`src/rtl/imem_loader_pkg.sv`:
```
`default_nettype none
// ============================================================================
//  Module      : imem_loader_pkg
//  Description : Shared constants and loader state encoding for the
//                instruction-memory boot loader.
//  Revision    : 1.0  initial release
// ============================================================================
package imem_loader_pkg;

  localparam int IMEM_ADDR_W = 6;
  localparam int HDR_BYTES   = 4;

  typedef enum logic [2:0] {
    ST_IDLE = 3'd0,
    ST_HDR  = 3'd1,
    ST_DATA = 3'd2,
    ST_CSUM = 3'd3,
    ST_DONE = 3'd4,
    ST_ERR  = 3'd5
  } loader_state_t;

  // True in the states that consume bytes from the stream.
  function automatic logic is_loading(loader_state_t s);
    return (s == ST_HDR) || (s == ST_DATA) || (s == ST_CSUM);
  endfunction

endpackage
`default_nettype wire

```
`src/rtl/imem_loader_if.sv`:
```
`default_nettype none
// ============================================================================
//  Module      : imem_loader_if
//  Description : Byte-stream input and imem write port of the boot loader.
//                master = stream source / memory side, slave = loader.
//  Revision    : 1.0  initial release
// ============================================================================
interface imem_loader_if #(
  parameter int ADDR_W = 6
);
  logic [7:0]        rx_data;
  logic              rx_valid;
  logic              rx_ready;
  logic              mem_we;
  logic [ADDR_W-1:0] mem_addr;
  logic [31:0]       mem_wd;

  modport master (
    output rx_data, rx_valid,
    input  rx_ready, mem_we, mem_addr, mem_wd
  );

  modport slave (
    input  rx_data, rx_valid,
    output rx_ready, mem_we, mem_addr, mem_wd
  );
endinterface
`default_nettype wire

```
`src/rtl/imem_loader_word_assembler.sv`:
```
`default_nettype none
// ============================================================================
//  Module      : imem_loader_word_assembler
//  Description : Big-endian byte-to-word assembler. Keeps the three earlier
//                bytes of a word; the full word is presented combinationally
//                together with the fourth byte, flagged by o_word_full.
//  Revision    : 1.0  initial release
// ============================================================================
module imem_loader_word_assembler
  import imem_loader_pkg::*;
(
  input  wire logic        clk,
  input  wire logic        reset,
  input  wire logic        i_clr,
  input  wire logic        i_en,
  input  wire logic [7:0]  i_byte,
  output logic      [31:0] o_word,
  output logic             o_word_full
);

  localparam int          CNT_W    = $clog2(HDR_BYTES);
  localparam logic [CNT_W-1:0] C_LAST = CNT_W'(HDR_BYTES - 1);

  logic [23:0]      r_shift;
  logic [CNT_W-1:0] r_cnt;

  // Shift accepted bytes in MSB-first; the byte counter wraps every word.
  always_ff @(posedge clk or posedge reset) begin
    if (reset) begin
      r_shift <= '0;
      r_cnt   <= '0;
    end else if (i_clr) begin
      r_cnt   <= '0;
    end else if (i_en) begin
      r_shift <= {r_shift[15:0], i_byte};
      r_cnt   <= r_cnt + CNT_W'(1);
    end
  end

  assign o_word      = {r_shift, i_byte};
  assign o_word_full = i_en && (r_cnt == C_LAST);

endmodule
`default_nettype wire

```
`src/rtl/imem_loader.sv`:
```
`default_nettype none
// ============================================================================
//  Module      : imem_loader
//  Description : Boot-image loader. Parses a header word N, writes N
//                big-endian words into imem and verifies an XOR checksum
//                byte. The core is held until the image is verified.
//  Revision    : 1.0  initial release
// ============================================================================
module imem_loader
  import imem_loader_pkg::*;
#(
  parameter int ADDR_W = IMEM_ADDR_W
) (
  input  wire logic          clk,
  input  wire logic          reset,
  input  wire logic          start,
  imem_loader_if.slave       bus,
  output logic               cpu_hold,
  output logic               done,
  output logic               error,
  output logic [ADDR_W:0]    words_loaded
);

  localparam int          CW      = ADDR_W + 1;
  localparam logic [31:0] C_DEPTH = 32'(1) << ADDR_W;

  loader_state_t   r_state;
  loader_state_t   w_next;

  logic            w_accept;
  logic            w_start_ok;
  logic            w_last_word;
  logic [31:0]     w_word;
  logic            w_word_full;

  logic [7:0]        r_csum;
  logic [CW-1:0]     r_n;
  logic [CW-1:0]     r_word_idx;
  logic [CW-1:0]     r_words_loaded;
  logic              r_mem_we;
  logic [ADDR_W-1:0] r_mem_addr;
  logic [31:0]       r_mem_wd;

  assign w_accept    = bus.rx_valid && bus.rx_ready;
  assign w_start_ok  = start && !is_loading(r_state);
  assign w_last_word = ((r_word_idx + CW'(1)) == r_n);

  imem_loader_word_assembler u_asm (
    .clk         (clk),
    .reset       (reset),
    .i_clr       (w_start_ok),
    .i_en        (w_accept),
    .i_byte      (bus.rx_data),
    .o_word      (w_word),
    .o_word_full (w_word_full)
  );

  // State register.
  always_ff @(posedge clk or posedge reset) begin
    if (reset) begin
      r_state <= ST_IDLE;
    end else begin
      r_state <= w_next;
    end
  end

  // Next-state decode and state-derived status outputs.
  always_comb begin
    w_next       = r_state;
    bus.rx_ready = is_loading(r_state);
    cpu_hold     = (r_state != ST_DONE);
    done         = (r_state == ST_DONE);
    error        = (r_state == ST_ERR);
    case (r_state)
      ST_IDLE, ST_DONE, ST_ERR: begin
        if (start) w_next = ST_HDR;
      end
      ST_HDR: begin
        if (w_word_full) begin
          if (w_word > C_DEPTH)    w_next = ST_ERR;
          else if (w_word == '0)   w_next = ST_CSUM;
          else                     w_next = ST_DATA;
        end
      end
      ST_DATA: begin
        if (w_word_full && w_last_word) w_next = ST_CSUM;
      end
      ST_CSUM: begin
        if (w_accept) w_next = (bus.rx_data == r_csum) ? ST_DONE : ST_ERR;
      end
      default: w_next = ST_IDLE;
    endcase
  end

  // Checksum, counters and the registered imem write port. The write of a
  // word is issued the cycle after its fourth byte, so the strobe of the
  // final word coincides with the first cycle of the checksum phase.
  always_ff @(posedge clk or posedge reset) begin
    if (reset) begin
      r_csum         <= '0;
      r_n            <= '0;
      r_word_idx     <= '0;
      r_words_loaded <= '0;
      r_mem_we       <= 1'b0;
      r_mem_addr     <= '0;
      r_mem_wd       <= '0;
    end else begin
      r_mem_we <= 1'b0;
      if (w_start_ok) begin
        r_csum         <= '0;
        r_n            <= '0;
        r_word_idx     <= '0;
        r_words_loaded <= '0;
      end else if (w_accept && (r_state != ST_CSUM)) begin
        r_csum <= r_csum ^ bus.rx_data;
      end
      if ((r_state == ST_HDR) && w_word_full) begin
        // Only used when the header passed the depth check, so it fits.
        r_n <= w_word[CW-1:0];
      end
      if ((r_state == ST_DATA) && w_word_full) begin
        r_mem_we       <= 1'b1;
        r_mem_addr     <= r_word_idx[ADDR_W-1:0];
        r_mem_wd       <= w_word;
        r_word_idx     <= r_word_idx + CW'(1);
        r_words_loaded <= r_words_loaded + CW'(1);
      end
    end
  end

  assign bus.mem_we   = r_mem_we;
  assign bus.mem_addr = r_mem_addr;
  assign bus.mem_wd   = r_mem_wd;
  assign words_loaded = r_words_loaded;

endmodule
`default_nettype wire
```
`src/flat_wrapper.sv`:
```
// flat-port wrapper written by rule: the top's interface ports become plain ports
module imem_loader_flat import imem_loader_pkg::*;
#(
  parameter int ADDR_W = IMEM_ADDR_W
)
  (clk, reset, start, cpu_hold, done, error, words_loaded, bus_rx_data, bus_rx_valid, bus_rx_ready, bus_mem_we, bus_mem_addr, bus_mem_wd);
  imem_loader_if #(.ADDR_W(ADDR_W)) bus_i ();
  input  wire logic clk;
  input  wire logic reset;
  input  wire logic start;
  output logic cpu_hold;
  output logic done;
  output logic error;
  output logic [ADDR_W:0] words_loaded;
  input wire logic [$bits(bus_i.rx_data)-1:0] bus_rx_data;
  input wire logic [$bits(bus_i.rx_valid)-1:0] bus_rx_valid;
  output wire logic [$bits(bus_i.rx_ready)-1:0] bus_rx_ready;
  output wire logic [$bits(bus_i.mem_we)-1:0] bus_mem_we;
  output wire logic [$bits(bus_i.mem_addr)-1:0] bus_mem_addr;
  output wire logic [$bits(bus_i.mem_wd)-1:0] bus_mem_wd;
  assign bus_i.rx_data = bus_rx_data;
  assign bus_i.rx_valid = bus_rx_valid;
  assign bus_rx_ready = bus_i.rx_ready;
  assign bus_mem_we = bus_i.mem_we;
  assign bus_mem_addr = bus_i.mem_addr;
  assign bus_mem_wd = bus_i.mem_wd;
  imem_loader #(.ADDR_W(ADDR_W)) u_core (.clk(clk), .reset(reset), .start(start), .bus(bus_i), .cpu_hold(cpu_hold), .done(done), .error(error), .words_loaded(words_loaded));
endmodule
```
`config.mk`:
```
export PLATFORM = sky130hd
export DESIGN_NAME = imem_loader_flat
export DESIGN_NICKNAME = d
export VERILOG_FILES = /design/src/rtl/imem_loader_pkg.sv /design/src/rtl/imem_loader_if.sv /design/src/rtl/imem_loader_word_assembler.sv /design/src/rtl/imem_loader.sv /design/src/flat_wrapper.sv
export SDC_FILE = /design/constraint.sdc
export NUM_CORES = 1
export LEC_CHECK = 0
export CORE_MARGIN = 3
export CORE_UTILIZATION = 36
export DETAILED_ROUTE_END_ITERATION = 8
export PLACE_DENSITY = 0.6
export SLEW_MARGIN = 25
export SYNTH_ARGS = -nofsm -noshare
export SYNTH_HDL_FRONTEND = slang
export SYNTH_SLANG_ARGS = --single-unit
```
`constraint.sdc`:
```
create_clock -name clk -period 4.4 [get_ports clk]
set_clock_uncertainty 0.2 [all_clocks]
set_input_delay 0.44 -clock clk [delete_from_list [all_inputs] [get_ports clk]]
set_output_delay 0.44 -clock clk [all_outputs]
set_load 0.02 [all_outputs]
```
==> results of run 1 <==
cell usage in the layout (no fill, tap or decap), types with 4 or more instances in the layout:
| cell | synthesis | layout |
|---|---|---|
| xor2_1 | 13 | 13 |
| and2_1 | 4 | 4 |
| nor2_1 | 25 | 25 |
| a21oi_1 | 4 | 4 |
| clkdlybuf4s50_1 | 0 | 61 |
| nand2_1 | 135 | 135 |
| buf_4 | 5 | 4 |
| xnor2_1 | 11 | 11 |
| o21ai_1 | 14 | 14 |
| dfrtp_1 | 97 | 97 |
| nor4_1 | 8 | 8 |
| o21ai_0 | 5 | 5 |
| mux2_2 | 25 | 25 |
| clkbuf_16 | 0 | 9 |
| nand3_1 | 5 | 5 |
| a22o_1 | 12 | 12 |
| and3_1 | 4 | 4 |
worst max-delay path, stage by stage (launching register included):
cell and delay, ps:
dfrtp_1 530, or3b_2 520, inv_1 60, clkdlybuf4s50_1 600
metrics by stage:
stage	utilization, %	cells	setup slack (ps)	cell area (um2)	hold WS [ps]
floorplan	-	428	1226	4372	255.8
global placement	43.44	615	1638	5066	261.6
detailed placement	43.44	615	1557	5066	262.2
CTS	46.07	631	1689	5373	286.0
global route	46.07	631	1606	5373	302.4
finish	46.07	631	1712	5373	281.4
flip-flops by register name, summed over array words and instances (netlist names):
register,count
u_core.r_csum,8
u_core.words_loaded,7
u_core.bus.mem_wd,32
u_core.u_asm.r_cnt,2
u_core.bus.mem_addr,6
u_core.bus.mem_we,1
u_core.r_state,3
u_core.r_n,7
u_core.u_asm.r_shift,24
u_core.r_word_idx,7
logic make-up (layout without fill, tap and decap cells):
| logic type | Yosys count | count (layout) | synth area share [%] |
|---|---|---|---|
| adder cells (fa/ha/maj) | 3 | 3 | 0.8587 |
| AO/OA/AOI/OAI | 50 | 50 | 8.043 |
| multiplexers | 26 | 26 | 6.669 |
| buffers and inverters | 25 | 85 | 3.406 |
| AND/OR/NAND/NOR | 203 | 203 | 20.69 |
| flip-flops | 97 | 97 | 55.52 |
| XOR/XNOR | 24 | 24 | 4.808 |
power by group through the flow:
stage / clock (mW) / combinational [mW] / sequential, mW
6_report: 0.783 / 0.504 / 1.24
5_1_grt: 0.840 / 0.566 / 1.27
4_1_cts: 0.806 / 0.510 / 1.24
3_5_place_dp: 0 / 0.506 / 1.26
3_3_place_gp: 0 / 0.494 / 1.25
2_1_floorplan: 0 / 0.407 / 1.20
worst paths after layout:
path | slack [ps] | startpoint | endpoint
setup reg to reg | 1950 | u_core.r_state[2] | u_core.r_word_idx[6]
setup / recovery | 1710 | u_core.r_state[1] | done
min in group asynchronous | 330 | reset | u_core.words_loaded[0]
hold reg to reg | 280 | u_core.bus.mem_addr[1] | u_core.bus.mem_addr[1]
hold / removal | 280 | u_core.bus.mem_addr[1] | u_core.bus.mem_addr[1]
max in group asynchronous | 2950 | reset | u_core.bus.mem_wd[9]
final cells by class:
cell class,instances,area (um2)
fill,1107,6290
sequential,97,2427
multi-input combinational,306,1797
timing repair buffer,65,640.6
clock buffer,9,225.2
tap,143,178.9
clock inverter,7,81.33
inverter,4,22.52
metal layers:
metal / wire length (um) / share of wire [%] / global-route usage [%] / up-vias
met5: 0 / 0 / 0 / -
met4: 111 / 1.1 / 4.408 / 0
met3: 332 / 3.4 / 2.746 / 10
met2: 4614 / 48 / 25.32 / 58
met1: 4644 / 48 / 21.76 / 1560
li1: - / - / - / 1553
==> results.toml, run 1 <==
[synthesis]
synth_cells = 428
synth_edf_count = 0
yosysSeqAreaShare_pct = 55.52
synth_top_cell_area_share_pct = 55.52
synth_nets = 443
yosys_warnings = 0
async_flop_share_pct = 100.0
synthTopCellsByCount = "135 x nand2_1, 97 x dfrtp_1, 25 x mux2_2, 25 x nor2_1, 14 x o21ai_1"
synth_seq_cells = 97
synth_top_cell_by_area = "dfrtp_1"
avgSynthCellArea_um2 = 10.21
ys_top_cells_by_area = "dfrtp_1 56%, nand2_1 12%, mux2_2 6.4%"
ys.flop_type = "dfrtp_1"
synth_area_um2 = 4372
synth.most_common_cell = "nand2_1"
synth_cell_types = 49

[cells_and_area]
drive_gt1_share_pct = 11.89
nets = 498
antenna_cells = 0
synthToLayoutAreaGrowth_pct = 22.90

[timing]
fin_crit_sh_pct = 61.10
drv_slew = 0
worst-slew-pin-transition_ps = 827.5
finalSetupTns_ps = 0
rsz0062_at_grt = "false"
slew-limit-headroom_pct = 44.83
fin_crit_ps = 2688
report.final.hold_viol_count = 0
fmax_mhz = 372.0
setup_viol = 0

[global_routing]
grt_max_degree = 67
antenna_found_initial = 0
grt_pass1_vias = 3293
overflow = 0
grtUsageTotal_pct = 15.64
grt_pass1_wl_um = 16810

[critical_path]
r2r_cells = 6
worstSetupStartpointType = "register"
crit_type = "reg -> out"
end_kind = "primary output"
crit_arrival_ps = 2050
cp_max_fo = 13
crit_required_ps = 3760

[power_and_ir_drop]
p_leak_nw = 2.496
seqPwrFrac_pct = 49.1
sw_frac_of_total_pct = 30.69
max-vdd-ir-drop_mv = 0.1798
pwr-share-comb_pct = 20.0
clkPwrFrac_pct = 31.0
p_total_mw = 2.528
netSwitchingPower_mw = 0.7758
power.density_nw_per_um2 = 470.5
p_int_mw = 1.752

[cts]
cts_buffer_depth = 2
cts.hold.buffers_added = 0
tritoncts = "done"
numCtsBuffers = 9
cts_resized = 0
cts_root_buf = "clkbuf_16"
clock_sinks = 97
clkTransAtPathRegs_ps = 70
clk_latency_ps = 350
cts_htree_levels = 3
post_cts_buffers = 0

[floorplan]
core_um2 = 11660
rows = 39
die_h_um = 116.2
dieArea_um2 = 13500
die_x_um = 116.2
start_util_pct = 37.49
num_io_pins = 62

[detailed_routing]
drcViolationCount = 0
drt_iter0_markers = 120
ant_nets = 0
dr.pass1.iters = 4
routed_wl_um = 9703
vias_per_cell = 5.041
vias = 3181
wl_per_cell_um = 15.38

[place]
dp_hpwl_um = 6337
gp_congestion = 0.8341
io_buffers = 61

[worst_hold_path]
whs_path_depth = 2
hold_class = "reg -> reg"

[job]
maxCapViolCount = 0

[run_status]
status = "finished, final reports clean"
(Power assumes the default switching activity.)
==> run 2: changes to the inputs <==
- clock period: 4.4 -> 2.55 ns (I/O delays scaled with it)
==> results.toml, run 2 (synthesis results as in run 1) <==
[run_status]
status = "finished, final reports clean"

[job]
maxCapViolCount = 0

[floorplan]
num_io_pins = 62
dieArea_um2 = 13500
die_h_um = 116.2
rows = 39
die_x_um = 116.2
start_util_pct = 37.49
core_um2 = 11660

[timing]
whs_ps = 189.7
fin_crit_sh_pct = 95.82
report.final.hold_viol_count = 0
drv_slew = 0
fin_crit_ps = 2443
finalSetupTns_ps = 0
worst-slew-pin-transition_ps = 626.4
fmax_mhz = 409.3
setup_viol = 0
rsz0062_at_grt = "false"
slew-limit-headroom_pct = 58.20

[place]
io_buffers = 61
dp_hpwl_um = 6839
gp_congestion = 0.8385

[cells_and_area]
largest_register_ffs = 32
synthToLayoutAreaGrowth_pct = 24.21
final_cell_mix = "135 x nand2_1, 95 x dfrtp_1, 61 x clkdlybuf4s50_1"
nets = 505
n_fill_cell = 1091
antenna_cells = 0
drive_gt1_share_pct = 13.54
final_common_cell = "nand2_1"

[cts]
clock_sinks = 97
clkTransAtPathRegs_ps = 70
cts_htree_levels = 3
tritoncts = "done"
numCtsBuffers = 9
cts_buffer_depth = 2
clk_latency_ps = 350
cts_root_buf = "clkbuf_16"
cts.hold.buffers_added = 0

[global_routing]
overflow = 0
grtUsageTotal_pct = 15.50
antenna_found_initial = 0
grt_max_degree = 98
grt_pass1_vias = 3246
grt_pass1_wl_um = 16490

[critical_path]
slowest_stage = "clkdlybuf4s50_1"
crit_type = "reg -> out"
end_kind = "primary output"
critPathTopFamily = "buffers and inverters"
regToRegSetupSlack_ps = 260
crit_chain = "or3b_2 > inv_1 > clkdlybuf4s50_1"
r2r_cells = 6
path_buf_inv = 2
cp_max_fo = 13
crit_required_ps = 2100
rr_startpoint = "u_core.r_word_idx[0]"
worstSetupStartpointType = "register"
reg2reg_to = "u_core.r_state[0]"
crit_arrival_ps = 1990
cpPeakStageDelay_ps = 590

[power_and_ir_drop]
max-vdd-ir-drop_mv = 0.4145
p_leak_nw = 2.523
power.density_nw_per_um2 = 803.7

[detailed_routing]
wl_per_cell_um = 15.70
drt_iter0_markers = 197
dr.pass1.iters = 5
vias_per_cell = 5.071
vias = 3235
routed_wl_um = 10020
ant_nets = 0
drcViolationCount = 0

[worst_hold_path]
hold_class = "in -> async"
-- run 2: changes by cell type in the layout (fill, tap and decap cells not counted), moves of 2 or more --
cell,delta
clkinv_8,-2
buf_4,+6
dfrtp_1,-2
dfrtp_2,+2
clkinvlp_4,+2
-- run 2: routing by layer --
layer  wire (um)  GRT usage, %  vias to the layer above
met2        4725         24.55                       65
li1            -             -                     1560
met5           0             0                        -
met4         120         3.403                        0
met1        4754         21.41                     1601
met3         418         4.352                        9
-- run 2: repair_timing --
action                                  4_1_cts  5_1_grt
resized for setup                             0        2
endpoints found under the setup margin        0        1
setup buffers                                 0        0
endpoints found under the hold margin         0        0
-- run 2: area by class of cell --
cell class | count | area (um2) | share of cell area (%)
Clock buffer | 10 | 239.0 | 4.401
Clock inverter | 6 | 56.30 | 1.037
Inverter | 4 | 23.77 | 0.4378
Multi-Input combinational cell | 306 | 1797 | 33.09
Sequential cell | 97 | 2430 | 44.75
Tap cell | 143 | 178.9 | 3.295
Timing Repair Buffer | 72 | 705.7 | 13.00
-- run 2: how the worst max path moves through the flow --
stage	from	endpoint	slack (ps)	depth (start not counted)
global route	u_core.r_state[1]	done	30	3
global placement	bus_rx_valid	u_core.r_word_idx[4]	120	7
CTS	u_core.r_state[1]	done	10	3
finish	u_core.r_state[1]	done	110	3
detailed placement	bus_rx_valid	u_core.r_word_idx[6]	80	7
floorplan	u_core.r_word_idx[0]	u_core.r_state[0]	600	6
-- run 2: where the power goes --
group	switching (mW)	internal, mW
combinational	0.411	0.491
sequential	0.284	1.85
clock	0.621	0.711
-- run 2: metrics by stage --
stage	cells	instance area (um2)	setup slack [ps]	power, mW	utilization, %
floorplan	428	4375	602.3	2.775	-
global placement	622	5132	120.4	3.032	44.01
detailed placement	622	5132	81.57	3.063	44.01
CTS	638	5428	14.78	4.412	46.54
global route	638	5430	25.18	4.602	46.56
finish	638	5430	106.6	4.364	46.56
-- run 2: worst reg2reg max path, stage by stage (launching register included) --
cell and delay [ps]:
dfrtp_1 480, ha_1 340, nand2_1 110, or3b_1 380, a211oi_2 180, nand4_1 140
a222oi_1 340
